**config.mk**
```make
export PLATFORM = sky130hd
export DESIGN_NAME = conv_read_sequencer
export DESIGN_NICKNAME = d
export VERILOG_FILES = /design/src/rtl/conv_seq_pkg.sv /design/src/rtl/tap_addr_gen.sv /design/src/rtl/conv_read_sequencer.sv
export SDC_FILE = /design/constraint.sdc
export NUM_CORES = 1
export LEC_CHECK = 0
export ABC_AREA = 1
export CORE_ASPECT_RATIO = 1.5
export CORE_MARGIN = 4
export CORE_UTILIZATION = 42
export DETAILED_ROUTE_END_ITERATION = 8
export PLACE_DENSITY_LB_ADDON = 0.12
export SYNTH_ARGS = -nofsm -noshare
export SYNTH_HDL_FRONTEND = slang
export SYNTH_SLANG_ARGS = --single-unit
```
**constraint.sdc**
```tcl
create_clock -name clk -period 2.09 [get_ports clk]
set_input_delay 0.627 -clock clk [delete_from_list [all_inputs] [get_ports clk]]
set_output_delay 0.627 -clock clk [all_outputs]
set_load 0.01 [all_outputs]
```
**src/rtl/conv_seq_pkg.sv**
```systemverilog
// Shared types and constants for the 3x3 convolution read sequencer.
// Tap k sits at kernel offset (dy, dx) = (k / 3, k % 3).
package conv_seq_pkg;

    typedef enum logic [1:0] {
        StIdle,
        StRun,
        StDone
    } seq_state_e;

    localparam int unsigned MaxSteps = 6;
    localparam int unsigned NumTaps  = 9;

    // Element k holds the offset of tap k; index 0 is the rightmost element.
    localparam logic [8:0][1:0] TapDx = {2'd2, 2'd1, 2'd0, 2'd2, 2'd1, 2'd0, 2'd2, 2'd1, 2'd0};
    localparam logic [8:0][1:0] TapDy = {2'd2, 2'd2, 2'd2, 2'd1, 2'd1, 2'd1, 2'd0, 2'd0, 2'd0};

    // Bit position of tap k in the packed tap buses; tap 0 is the MSB slot.
    function automatic int unsigned tap_bit(int unsigned k);
        return NumTaps - 1 - k;
    endfunction

endpackage

```
**src/rtl/tap_addr_gen.sv**
```systemverilog
// One tap's address: (x, y, dx, dy) -> column, row and in-bounds flag.
// With CONV_SEQ_ZERO_PAD_EN defined, out-of-image taps are masked and zeroed.
module tap_addr_gen #(
    parameter int unsigned width_b  = 7,
    parameter int unsigned height_b = 3
) (
    input  logic [width_b-1:0]  x_i,
    input  logic [height_b-1:0] y_i,
    input  logic [1:0]          dx_i,
    input  logic [1:0]          dy_i,
    input  logic [width_b-1:0]  xlim_i,
    input  logic [height_b-1:0] ylim_i,
    output logic [width_b-1:0]  col_o,
    output logic [height_b-1:0] row_o,
    output logic                inb_o
);

    logic signed [width_b:0]  col_s;
    logic signed [height_b:0] row_s;

    assign col_s = $signed({1'b0, x_i}) + $signed((width_b + 1)'(dx_i))
                 - $signed((width_b + 1)'(1));
    assign row_s = $signed({1'b0, y_i}) + $signed((height_b + 1)'(dy_i))
                 - $signed((height_b + 1)'(1));

`ifdef CONV_SEQ_ZERO_PAD_EN
    logic in_col;
    logic in_row;

    always_comb begin
        in_col = !col_s[width_b] && (col_s[width_b-1:0] <= xlim_i);
        in_row = !row_s[height_b] && (row_s[height_b-1:0] <= ylim_i);
        inb_o  = in_col && in_row;
        col_o  = inb_o ? col_s[width_b-1:0] : '0;
        row_o  = inb_o ? row_s[height_b-1:0] : '0;
    end
`else
    // Valid-only walk keeps every tap inside the image, so no bound check.
    logic unused_bits;

    assign unused_bits = ^{col_s[width_b], row_s[height_b], xlim_i, ylim_i};
    assign col_o       = col_s[width_b-1:0];
    assign row_o       = row_s[height_b-1:0];
    assign inb_o       = 1'b1;
`endif

endmodule

```
**src/rtl/conv_read_sequencer.sv**
```systemverilog
// Read-side initiator for the 3x3 convolution: walks pixels and slices, issuing nine taps
// per cycle. Macro CONV_SEQ_ZERO_PAD_EN selects same-padding; undefined gives valid-only.
module conv_read_sequencer
    import conv_seq_pkg::*;
#(
    parameter int unsigned width     = 80,
    parameter int unsigned height    = 8,
    parameter int unsigned width_b   = 7,
    parameter int unsigned height_b  = 3,
    parameter int unsigned MAX_STEPS = MaxSteps
) (
    input  logic                  clk,
    input  logic                  reset,
    input  logic                  start,
    input  logic [width_b-1:0]    cfg_w,
    input  logic [height_b-1:0]   cfg_h,
    input  logic [2:0]            cfg_steps,
    input  logic                  stall,
    output logic [width_b*9-1:0]  readi_wr,
    output logic [height_b*9-1:0] readi_hr,
    output logic [8:0]            en_read,
    output logic                  en_bias,
    output logic [2:0]            stepr,
    output logic                  valid,
    output logic                  busy,
    output logic                  done,
    output logic                  err
);

    seq_state_e state_q, state_d;

    logic [width_b-1:0]  cfg_w_q, cfg_w_d;
    logic [height_b-1:0] cfg_h_q, cfg_h_d;
    logic [2:0]          cfg_s_q, cfg_s_d;
    logic [width_b-1:0]  x_q, x_d;
    logic [height_b-1:0] y_q, y_d;
    logic [2:0]          s_q, s_d;

    logic [width_b*9-1:0]  wr_q, wr_d;
    logic [height_b*9-1:0] hr_q, hr_d;
    logic [8:0]            en_q, en_d;
    logic                  bias_q, bias_d;
    logic [2:0]            step_q, step_d;
    logic                  valid_q, valid_d;
    logic                  busy_q, busy_d;
    logic                  done_q, done_d;
    logic                  err_q, err_d;

    logic                go, cfg_ok, issue, last;
    logic [width_b-1:0]  w_eff, x_min, x_max, px;
    logic [height_b-1:0] h_eff, y_min, y_max, py;
    logic [2:0]          s_eff, ps;

    logic [8:0][width_b-1:0]  tap_col;
    logic [8:0][height_b-1:0] tap_row;
    logic [8:0]               tap_inb;

    // On the start edge the first read is issued from the incoming config, so the
    // pending position and limits come straight from the inputs in that cycle.
    always_comb begin
        go     = (state_q == StIdle) && start;
        cfg_ok = (32'(cfg_w) < width) && (32'(cfg_h) < height) && (32'(cfg_steps) < MAX_STEPS);
`ifndef CONV_SEQ_ZERO_PAD_EN
        cfg_ok = cfg_ok && (cfg_w >= width_b'(2)) && (cfg_h >= height_b'(2));
`endif
        w_eff = go ? cfg_w : cfg_w_q;
        h_eff = go ? cfg_h : cfg_h_q;
        s_eff = go ? cfg_steps : cfg_s_q;
`ifdef CONV_SEQ_ZERO_PAD_EN
        x_min = '0;
        x_max = w_eff;
        y_min = '0;
        y_max = h_eff;
`else
        x_min = width_b'(1);
        x_max = w_eff - width_b'(1);
        y_min = height_b'(1);
        y_max = h_eff - height_b'(1);
`endif
        px = go ? x_min : x_q;
        py = go ? y_min : y_q;
        ps = go ? 3'd0 : s_q;
    end

    for (genvar k = 0; k < 9; k++) begin : g_tap
        tap_addr_gen #(
            .width_b  (width_b),
            .height_b (height_b)
        ) u_tap (
            .x_i    (px),
            .y_i    (py),
            .dx_i   (TapDx[k]),
            .dy_i   (TapDy[k]),
            .xlim_i (w_eff),
            .ylim_i (h_eff),
            .col_o  (tap_col[k]),
            .row_o  (tap_row[k]),
            .inb_o  (tap_inb[k])
        );
    end

    always_comb begin
        state_d = state_q;
        cfg_w_d = cfg_w_q;
        cfg_h_d = cfg_h_q;
        cfg_s_d = cfg_s_q;
        x_d     = px;
        y_d     = py;
        s_d     = ps;
        wr_d    = '0;
        hr_d    = '0;
        en_d    = '0;
        bias_d  = 1'b0;
        step_d  = '0;
        valid_d = 1'b0;
        done_d  = 1'b0;
        err_d   = 1'b0;
        issue   = 1'b0;
        last    = (ps == s_eff) && (px == x_max) && (py == y_max);

        unique case (state_q)
            StIdle: begin
                if (start) begin
                    if (cfg_ok) begin
                        cfg_w_d = cfg_w;
                        cfg_h_d = cfg_h;
                        cfg_s_d = cfg_steps;
                        state_d = StRun;
                        issue   = !stall;
                    end else begin
                        err_d = 1'b1;
                    end
                end
            end
            StRun: begin
                issue = !stall;
            end
            StDone: begin
                done_d  = 1'b1;
                state_d = StIdle;
            end
            default: state_d = StIdle;
        endcase

        if (issue) begin
            valid_d = 1'b1;
            bias_d  = (ps == 3'd0);
            step_d  = ps;
            for (int k = 0; k < 9; k++) begin
                wr_d[tap_bit(k)*width_b +: width_b]   = tap_col[k];
                hr_d[tap_bit(k)*height_b +: height_b] = tap_row[k];
                en_d[tap_bit(k)]                      = tap_inb[k];
            end
            if (ps == s_eff) begin
                s_d = '0;
                if (px == x_max) begin
                    x_d = x_min;
                    y_d = py + height_b'(1);
                end else begin
                    x_d = px + width_b'(1);
                end
            end else begin
                s_d = ps + 3'd1;
            end
            if (last) begin
                state_d = StDone;
            end
        end

        busy_d = (state_d != StIdle) || done_d;
    end

    always_ff @(posedge clk or posedge reset) begin
        if (reset) begin
            state_q <= StIdle;
            cfg_w_q <= '0;
            cfg_h_q <= '0;
            cfg_s_q <= '0;
            x_q     <= '0;
            y_q     <= '0;
            s_q     <= '0;
            wr_q    <= '0;
            hr_q    <= '0;
            en_q    <= '0;
            bias_q  <= 1'b0;
            step_q  <= '0;
            valid_q <= 1'b0;
            busy_q  <= 1'b0;
            done_q  <= 1'b0;
            err_q   <= 1'b0;
        end else begin
            state_q <= state_d;
            cfg_w_q <= cfg_w_d;
            cfg_h_q <= cfg_h_d;
            cfg_s_q <= cfg_s_d;
            x_q     <= x_d;
            y_q     <= y_d;
            s_q     <= s_d;
            wr_q    <= wr_d;
            hr_q    <= hr_d;
            en_q    <= en_d;
            bias_q  <= bias_d;
            step_q  <= step_d;
            valid_q <= valid_d;
            busy_q  <= busy_d;
            done_q  <= done_d;
            err_q   <= err_d;
        end
    end

    assign readi_wr = wr_q;
    assign readi_hr = hr_q;
    assign en_read  = en_q;
    assign en_bias  = bias_q;
    assign stepr    = step_q;
    assign valid    = valid_q;
    assign busy     = busy_q;
    assign done     = done_q;
    assign err      = err_q;

endmodule

```
==> Yosys cells after proc, flatten, opt, wreduce, memory -nomap -nowiden <==
Index checks and enable logic that the tools add are counted.
{ "classes": {"n_reduce_logical": 12, "magnitude_cmp": 4, "n_addsub": 15, "mux": 32, "eq_ne": 5} }
{ "op_table": {"columns": ["op", "count"], "rows": [
  ["2-to-1 mux 63 bit", 1],
  ["2-to-1 mux 7 bit", 5],
  ["2-to-1 mux 3 bit", 10],
  ["2-to-1 mux 27 bit", 1],
  ["adder 7 x 1 -> 7 bit, second input constant", 2],
  ["subtractor 7 x 1 -> 7 bit, second input constant", 2],
  ["subtractor 7 x 2 -> 7 bit, second input constant", 2],
  ["adder 3 x 1 -> 3 bit, second input constant", 3],
  ["2-to-1 mux 9 bit", 1],
  ["2-to-1 mux 1 bit", 8],
  ["2-to-1 mux 2 bit", 4],
  ["adder 7 x 2 -> 7 bit, second input constant", 1],
  ["equality test 7 bit", 1],
  [">= comparator 7 x 2 -> 1 bit, second input constant", 1],
  ["less-than comparator 7 bit, second input constant", 1],
  ["equality test 3 bit", 2],
  ["logical AND 1 bit", 6],
  ["subtractor 3 x 1 -> 3 bit, second input constant", 2],
  ["subtractor 3 x 2 -> 3 bit, second input constant", 2],
  ["case mux 2 bit (2 select lines)", 1],
  ["adder 3 x 2 -> 3 bit, second input constant", 1],
  [">= comparator 3 x 2 -> 1 bit, second input constant", 1],
  ["zero test 3 bit", 1],
  ["less-than comparator 3 bit, second input constant", 1],
  ["other kinds (8)", 8]
]} }
{ "totals": {"reg_bits": 135, "output_inout_bits": 107, "inputBits": 17, "word_cells": 84} }

==> Depth between registers and ports, before layout <==
Gate-level depths: netlist of run 1.
{ "depth": {"word_depth": 11, "mapped_depth": 17, "mapped_depth_nobuf": 17} }

==> By module <==
From an unflattened synthesis of run 1, not the netlist that was laid out.
{ "unflattened": {"hier_cells": 1165, "area_unflattened_um2": 9048.7} }
{ "modules_own_cells": {"columns": ["mod", "area_each_um2", "cells_each", "n_inst"], "rows": [
  ["conv_read_sequencer", 5646.7, 624, 1],
  ["tap_addr_gen (g_tap[0].u_tap ...)", 381.6, 61, 7],
  ["tap_addr_gen (g_tap[1].u_tap ...)", 365.4, 57, 2]
]} }

==> Least setup slack after synthesis of run 1 <==
OpenSTA, ideal clock, no wires.
{ "synth_timing": {"path_kind": "in2reg", "startpoint": "input start", "endpoint": "register state_q[0]", "path_slack_ns": -0.189, "required_time_ns": 1.977, "arrival_ns": 2.166, "cell_stages": 15, "path_buffers": 2, "cell_sequence": "buf_4 -> nand2_1 -> nor2_1 -> buf_2 -> nand2_1 -> o21ai_0 -> inv_1 -> ha_1 -> xor2_1 -> nor3_1 -> nand2_1 -> clkinv_1 -> nand4_1 -> nand2_1 -> inv_1"} }
{ "synth_via": {"elab_chain_cells": 8, "word_cells_on_any_way": 20} }
{ "synth_lines": {"columns": ["item", "line_no", "text"], "rows": [
  ["from (decl)", "conv_read_sequencer.sv:14", "input logic start,"],
  ["logical AND 1 bit", "conv_read_sequencer.sv:61", "go = (state_q == StIdle) && start;"],
  ["2-to-1 mux 7 bit", "conv_read_sequencer.sv:66", "w_eff = go ? cfg_w : cfg_w_q;"],
  ["subtractor 7 x 1 -> 7 bit", "conv_read_sequencer.sv:76", "x_max = w_eff - width_b'(1);"],
  ["equality test 7 bit", "conv_read_sequencer.sv:119", "last = (ps == s_eff) && (px == x_max) && (py == y_max);"],
  ["logical AND 1 bit (2 in series)", "conv_read_sequencer.sv:119", null],
  ["2-to-1 mux 2 bit", "conv_read_sequencer.sv:165", "if (last) begin"],
  ["2-to-1 mux 2 bit *", "conv_read_sequencer.sv:145", "if (issue) begin"],
  ["net state_d[0]", "conv_read_sequencer.sv:30", "seq_state_e state_q, state_d;"],
  ["to (signal assigned)", "conv_read_sequencer.sv:175", "state_q <= StIdle;"],
  ["to (signal assigned)", "conv_read_sequencer.sv:192", "state_q <= state_d;"],
  ["to (decl)", "conv_read_sequencer.sv:30", null]
]} }
Mark *: on every way through the listed nets, which the timed path passes. The rest lies on a longest branch.
A chain may end at the register's enable or synchronous reset.

==> Worst setup path after layout of run 1 <==
{ "layout_timing": {"startpoint": "register state_q[1]", "endpoint": "register x_q[1]"} }
{ "layout_via": {"elab_chain_cells": 8, "word_cells_on_any_way": 15} }
{ "layout_lines": {"columns": ["item", "line_no", "text"], "rows": [
  ["zero test 2 bit", "conv_read_sequencer.sv:61, conv_read_sequencer.sv:121", null],
  ["logical AND 1 bit", "conv_read_sequencer.sv:61", null],
  ["2-to-1 mux 7 bit", "conv_read_sequencer.sv:66", null],
  ["subtractor 7 x 1 -> 7 bit", "conv_read_sequencer.sv:76", null],
  ["equality test 7 bit", "conv_read_sequencer.sv:156", "if (px == x_max) begin"],
  ["2-to-1 mux 7 bit", "conv_read_sequencer.sv:156", null],
  ["2-to-1 mux 7 bit", "conv_read_sequencer.sv:154", "if (ps == s_eff) begin"],
  ["2-to-1 mux 7 bit *", "conv_read_sequencer.sv:145", null],
  ["net x_d[1]", "conv_read_sequencer.sv:35", "logic [width_b-1:0] x_q, x_d;"],
  ["to (signal assigned)", "conv_read_sequencer.sv:179", "x_q <= '0;"],
  ["to (signal assigned)", "conv_read_sequencer.sv:196", "x_q <= x_d;"],
  ["to (decl)", "conv_read_sequencer.sv:35", null]
]} }
Marks and branches as above.

==> metrics.cfg, run 1 <==
[cells_and_area]
multi_input_area_um2 = 1560
antenna_cells = 0
nets = 623
fillCellCount = 741
regArea_um2 = 1600
drive_gt1_share_pct = 28.0
area_delta_synth_final_pct = 51.3

[power_and_ir_drop]
power_mw = 6.82
cellPowerDensity_nw_per_um2 = 1200
p_leak_nw = 2.78
peakVddDrop_uv = 634

[placed_design]
port_buffers = 123
dp_hpwl_um = 6650
gp_congestion = 0.833
dp_worst_setup_slack_ns = -0.681

[die]
core_area_um2 = 8780
ios = 124
fp.dieH_um = 124
start_util_pct = 42.9
die_w_um = 85.3
die_area_um2 = 10600
rows = 42

[routing]
drc_errors = 0
ant_nets = 0
first_pass_iters = 4
wl_met3_um = 571
wl_um = 8900
dr_wl_met2_um = 4650
drtIter0Drc = 129
wire_per_inst_um = 12.5
wl_met1_um = 3360
via_count = 3231
routed.top_layer = met4
via_per_inst = 4.54

[worst_setup_path]
path_common_cell = buf_6
rr_worst_depth = 15
cp-end-kind = flip-flop
crit_required_ns = 2.31
slowest_delay_ns = 0.40
rr_endpoint = x_q[1]
cp_slowest_cell = dfrtp_1
critPathLaunch = state_q[1]
worst_ep_arrival_time_ns = 2.41
path_cells = nor2_4, buf_6, nand3_2, nand2_2, ha_4, buf_4, buf_6, nand3_4, o21bai_1, nand2_1, nor2_4, buf_6, nand3_4, nand3_1, inv_1
cp_max_fo = 5
critPathKind = flip-flop to flip-flop
worstSetupStartpointType = flip-flop
rrSetupSlack_ns = -0.11
rr_startpoint = state_q[1]

[min_path]
hold-path-cell-count = 2
hold_start = cfg_w_q[1]
hold_path.class = flip-flop to flip-flop
holdPathEnd = cfg_w_q[1]

[sta]
skew_ns = 0.00430
setup_ws_ns = -0.107
final.period_utilization_pct = 105
final-setup-viol-count = 11
tightest_slew_ns = 0.402
maxSlewViolCount = 0
slew_headroom_pct = 73.2
final_hold_viol_count = 0
fin_crit_ns = 2.20
fmax_mhz = 455
rsz0062_at_grt = yes

[clock_tree]
clk_pin_slew_ns = 0.05
ctsHtreeMaxLevel = 3
root_buffer = clkbuf_16
cts_tree = yes
cts_buffers = 9
clock_path_buffers = 2
insertion_delay_ns = 0.33
cts_sinks = 64

[yosys]
syn_area_per_cell_um2 = 8.24
synth_top_area_share_pct = 42.5
synth_area_leader_cell = dfrtp_1
ys.flop_type = dfrtp_1
async_flop_share_pct = 100
synth-edff-count = 0
yosysUniqueCellTypes = 31
netlist_area_um2 = 3760
seq_area_frac_synth_pct = 42.5
yosys_warnings = 0
synthTopCellsByCount = nand2_1, buf_4, dfrtp_1
synth_nets = 482
ys_top_cells_by_area = dfrtp_1, buf_4, nand2_1
ys_seq_elements = 64
syn_inst = 457
synth.most_common_cell = nand2_1

[status]
status = finished with violations
violations = setup timing

[global_routing]
grt_usage_pct = 17.4
grt_max_degree = 65
grt_pass1_vias = 3121
grt_pass1_wl_um = 14300
grt_overflow_total = 0
antenna_found_initial = 0

[run]
max_cap_viol_count = 0

[flip-flops by register name, indices dropped and copies added, names as in the netlist, 2 cells and up]
signal and flops:
readi_wr 20, readi_hr 8, cfg_w_q 7, x_q 7, cfg_h_q 3, cfg_s_q 3
s_q 3, stepr 3, y_q 3, state_q 2
[routing by layer]
| layer | vias to the layer above | track usage, % |
|---|---|---|
| li1 | 1629 | - |
| met4 | 0 | 9.80 |
| met1 | 1487 | 18.6 |
| met5 | - | 0 |
| met2 | 95 | 30.8 |
| met3 | 20 | 4.57 |
[worst max-delay path by stage]
stage / cells past startpoint / slack (ns) / endpoint
4_1_cts: 15 / -0.05 / state_q[0]
3_5_place_dp: 17 / -0.68 / state_q[0]
6_report: 15 / -0.11 / x_q[1]
3_3_place_gp: 17 / -0.64 / state_q[0]
5_1_grt: 17 / -0.25 / y_q[0]
2_1_floorplan: 15 / -0.08 / state_q[0]
[logic make-up after synthesis]
group                    Yosys count  share of synthesized area [%]
AND/OR/NAND/NOR                  203                           25.6
buffers and inverters            136                           21.3
flip-flops                        64                           42.5
AO/OA/AOI/OAI                     30                           4.22
XOR/XNOR                          16                           3.72
adder cells (fa/ha/maj)            8                           2.66
[power breakdown]
part           leakage (nW)  switching, mW  internal [mW]  total [mW]
Sequential            0.811          0.202           1.55        1.76
Combinational          1.85           1.74           2.03        3.77
Clock                 0.126          0.481          0.818        1.30
[cell type report]
cell class | count | share of cell area [%]
multi-input combinational | 258 | 27.3
sequential | 64 | 28.1
clock inverter | 1 | 0.0879
inverter | 55 | 3.69
timing repair buffer | 210 | 34.0
tap | 110 | 2.42
clock buffer | 13 | 4.39
[worst max-delay path: cells and delay by family, from the launching register on]
kind,cells,cell delay (ns)
AO/OA/AOI/OAI,1,0.16
adder cells (fa/ha/maj),1,0.15
buffers and inverters,5,0.48
flip-flops,1,0.40
AND/OR/NAND/NOR,8,0.88
[metrics by stage]
stage	cell area, um^2	util [%]	hold WS, ns	TNS, ns	cells
2_1_floorplan	3820	-	0.449	-0.337	457
3_3_place_gp	5150	58.7	0.464	-25.88	683
3_5_place_dp	5150	58.7	0.475	-26.47	683
4_1_cts	5550	63.3	0.490	-0.116	704
5_1_grt	5700	64.9	0.529	-2.34	711
6_report	5700	64.9	0.488	-0.870	711
[cell usage in the layout, fill, tap and decap left out, types with 4 or more instances in the layout]
cell               n
ha_1               7
nand3_2            8
inv_1             47
buf_6              9
nand2_4            9
xor2_1            15
dfrtp_1           63
nor2_1            42
o21ai_1            6
o21ai_0           15
nand2_2           17
dlygate4sd2_1      4
nor3_1             4
nor2_4             6
nand2_1           73
inv_2              5
nor2_2             7
buf_4             76
nand3_1           21
clkdlybuf4s50_1  117
nand4_1            6
clkbuf_16          9
[what timing repair did]
action,in CTS,in global routing
pin swaps,21,23
setup endpoints to repair,48,51
resized for setup,39,27
hold buffers,0,0
buffers inserted,5,8
hold endpoints to repair,0,0
cloned,2,0
No activity file was read; power rests on OpenSTA's default activity.
==> inputs of run 2 (changes only) <==
- CORE_UTILIZATION: 42 -> 43
- CTS_BUF_LIST: unset -> sky130_fd_sc_hd__clkbuf_2
==> run 2 against run 1 <==
  * Non-clock buffer count rose by 1
  * Combinational power fell by 12%
  * Maximum frequency rose by 1.0%
  * Clock skew rose by 0.0067 ns
  * The run still ends with setup timing left
  * Via count fell by 0.93%
  * Critical path depth rose by 1
==> metrics.cfg, run 2 (same netlist as run 1, synthesis figures left out) <==
[status]
status = finished with violations  ; unchanged
violations = setup timing  ; unchanged

[clock_tree]
cts_buffers = 9  ; unchanged
cts_sinks = 64  ; unchanged
clk_pin_slew_ns = 0.16  ; was 0.05 ns
ctsHtreeMaxLevel = 3  ; unchanged
insertion_delay_ns = 0.52  ; was 0.33 ns
root_buffer = clkbuf_2  ; was clkbuf_16
clock_path_buffers = 2  ; unchanged
hold_buffers = 0  ; unchanged
cts_tree = yes  ; unchanged

[power_and_ir_drop]
peakVddDrop_uv = 502  ; was 634 uV
cellPowerDensity_nw_per_um2 = 1100  ; was 1200 nW/um^2
p_leak_nw = 3.16  ; was 2.78 nW

[sta]
setup_ws_ns = -0.0845  ; was -0.107 ns
final.period_utilization_pct = 104  ; was 105%
skew_ns = 0.0110  ; was 0.00430 ns
slew_headroom_pct = 77.0  ; was 73.2%
final-setup-viol-count = 11  ; unchanged
fmax_mhz = 460  ; was 455 MHz
fin_tns_setup_ns = -0.639  ; was -0.870 ns
tightest_slew_ns = 0.346  ; was 0.402 ns
rsz0062_at_grt = yes  ; unchanged
final_hold_viol_count = 0  ; unchanged
fin_crit_ns = 2.17  ; was 2.20 ns
maxSlewViolCount = 0  ; unchanged

[routing]
drtIter0Drc = 137  ; was 129
drc_errors = 0  ; unchanged
via_per_inst = 4.50  ; was 4.54
wire_per_inst_um = 12.6  ; was 12.5 um
wl_um = 8950  ; was 8900 um
first_pass_iters = 4  ; unchanged
ant_nets = 0  ; unchanged
via_count = 3201  ; was 3,231

[die]
rows = 41  ; was 42
core_area_um2 = 8460  ; was 8780 um^2
die_w_um = 84.4  ; was 85.3 um
start_util_pct = 44.5  ; was 42.9%
ios = 124  ; unchanged
die_area_um2 = 10300  ; was 10,600 um^2
fp.dieH_um = 123  ; was 124 um

[global_routing]
grt_max_degree = 65  ; unchanged
grt_usage_pct = 18.0  ; was 17.4%
grt_pass1_wl_um = 14700  ; was 14,300 um
grt_pass1_vias = 3110  ; was 3,121
antenna_found_initial = 1  ; was 0
grt_overflow_total = 0  ; unchanged

[worst_setup_path]
critPathKind = flip-flop to flip-flop  ; unchanged
path_cells = nor2_4, buf_6, nand3_2, nand2_4, ha_4, nand3_1, nand2_1, nor2_1, nand2_1, nor2_2, nand2_2, nor2_4, nand3_4, nand2_2, nand2_1, inv_1  ; was nor2_4, buf_6, nand3_2, nand2_2, ha_4, buf_4, buf_6, nand3_4, o21bai_1, nand2_1, nor2_4, buf_6, nand3_4, nand3_1, inv_1
crit_required_ns = 2.56  ; was 2.31 ns
path_common_cell = nand2_1  ; was buf_6
worstSetupStartpointType = flip-flop  ; unchanged
cp_slowest_cell = dfrtp_1  ; unchanged
slowest_delay_ns = 0.44  ; was 0.40 ns
cp-end-kind = flip-flop  ; unchanged
cp_max_fo = 6  ; was 5
worst_ep_arrival_time_ns = 2.65  ; was 2.41 ns

[cells_and_area]
layout_commonest_cell = dlygate4sd2_1  ; was clkdlybuf4s50_1
largest_reg_flops = 20  ; unchanged
nets = 623  ; unchanged
stdcell_count = 711  ; unchanged
area_delta_synth_final_pct = 42.5  ; was 51.3%
fillCellCount = 808  ; was 741
final_cell_mix = dlygate4sd2_1, buf_4, nand2_1  ; was clkdlybuf4s50_1, buf_4, nand2_1
drive_gt1_share_pct = 25.7  ; was 28.0%
regArea_um2 = 1600  ; unchanged
multi_input_area_um2 = 1480  ; was 1560 um^2

[placed_design]
gp_congestion = 0.875  ; was 0.833
dp_hpwl_um = 6900  ; was 6650 um
port_buffers = 123  ; unchanged
dp_cells = 679  ; was 683

[run]
max_cap_viol_count = 0  ; unchanged

[min_path]
hold_path.class = flip-flop to flip-flop  ; unchanged

[run 2: per-stage QoR]
step                      total power [mW]  area [um^2]  hold slack [ns]  util (%)  worst slack, ns
final                                 5.87         5360            0.513      63.4          -0.0845
after global routing                  6.35         5360            0.511      63.4           -0.262
after CTS                             5.90         5320            0.504      62.8          -0.0949
after detailed placement              5.26         5140            0.468      60.8           -0.702
after global placement                5.22         5140            0.467      60.8           -0.657
after floorplan                       3.79         3820            0.449         -          -0.0828
[run 2: worst max-delay path: cells and delay by family (launching register included)]
| kind | cells | cell delay, ns |
|---|---|---|
| fa+ha+maj | 1 | 0.20 |
| buf+inv | 2 | 0.17 |
| flops | 1 | 0.44 |
| simple gates | 13 | 1.30 |
[run 2: area by class of cell]
class                           count  area share (%)
Inverter                           55            3.92
Clock inverter                      4            1.28
Sequential cell                    64            29.9
Multi-Input combinational cell    257            27.5
Clock buffer                       12            1.12
Timing Repair Buffer              211            33.8
Tap cell                          107            2.50
Antenna cell                        1          0.0467
[run 2: timing repair]
item / 4_1_cts / 5_1_grt
endpoints found under the setup margin: 114 / 25
resized for setup: 119 / 16
pin swaps: 9 / 6
buffers inserted: 15 / 0
cloned: 0 / 0
[run 2: layer usage]
metal / vias up / part of all wire, % / global-route usage [%]
met4: 0 / 2.4 / 9.21
met3: 15 / 6.6 / 4.50
met5: - / 0 / 0
met1: 1459 / 39 / 20.0
met2: 96 / 52 / 31.7
li1: 1631 / - / -
[run 2: worst paths after layout]
check / slack, ns / end / start / depth (start not counted)
max: -0.08 / y_q[0] / state_q[1] / 16
min: 0.51 / cfg_w_q[1] / cfg_w_q[1] / 2
max reg2reg: -0.08 / y_q[0] / state_q[1] / 16
min reg2reg: 0.51 / cfg_w_q[1] / cfg_w_q[1] / 2
max in group asynchronous: 1.28 / cfg_w_q[0] / reset / 3
min in group asynchronous: 0.52 / en_read[7] / reset / 3
[run 2: report_power, final]
| part | leakage, nW | switching (mW) | internal [mW] | total, mW |
|---|---|---|---|---|
| Combinational | 2.27 | 1.71 | 1.59 | 3.30 |
| Clock | 0.0836 | 0.447 | 0.406 | 0.853 |
| Sequential | 0.811 | 0.181 | 1.54 | 1.72 |
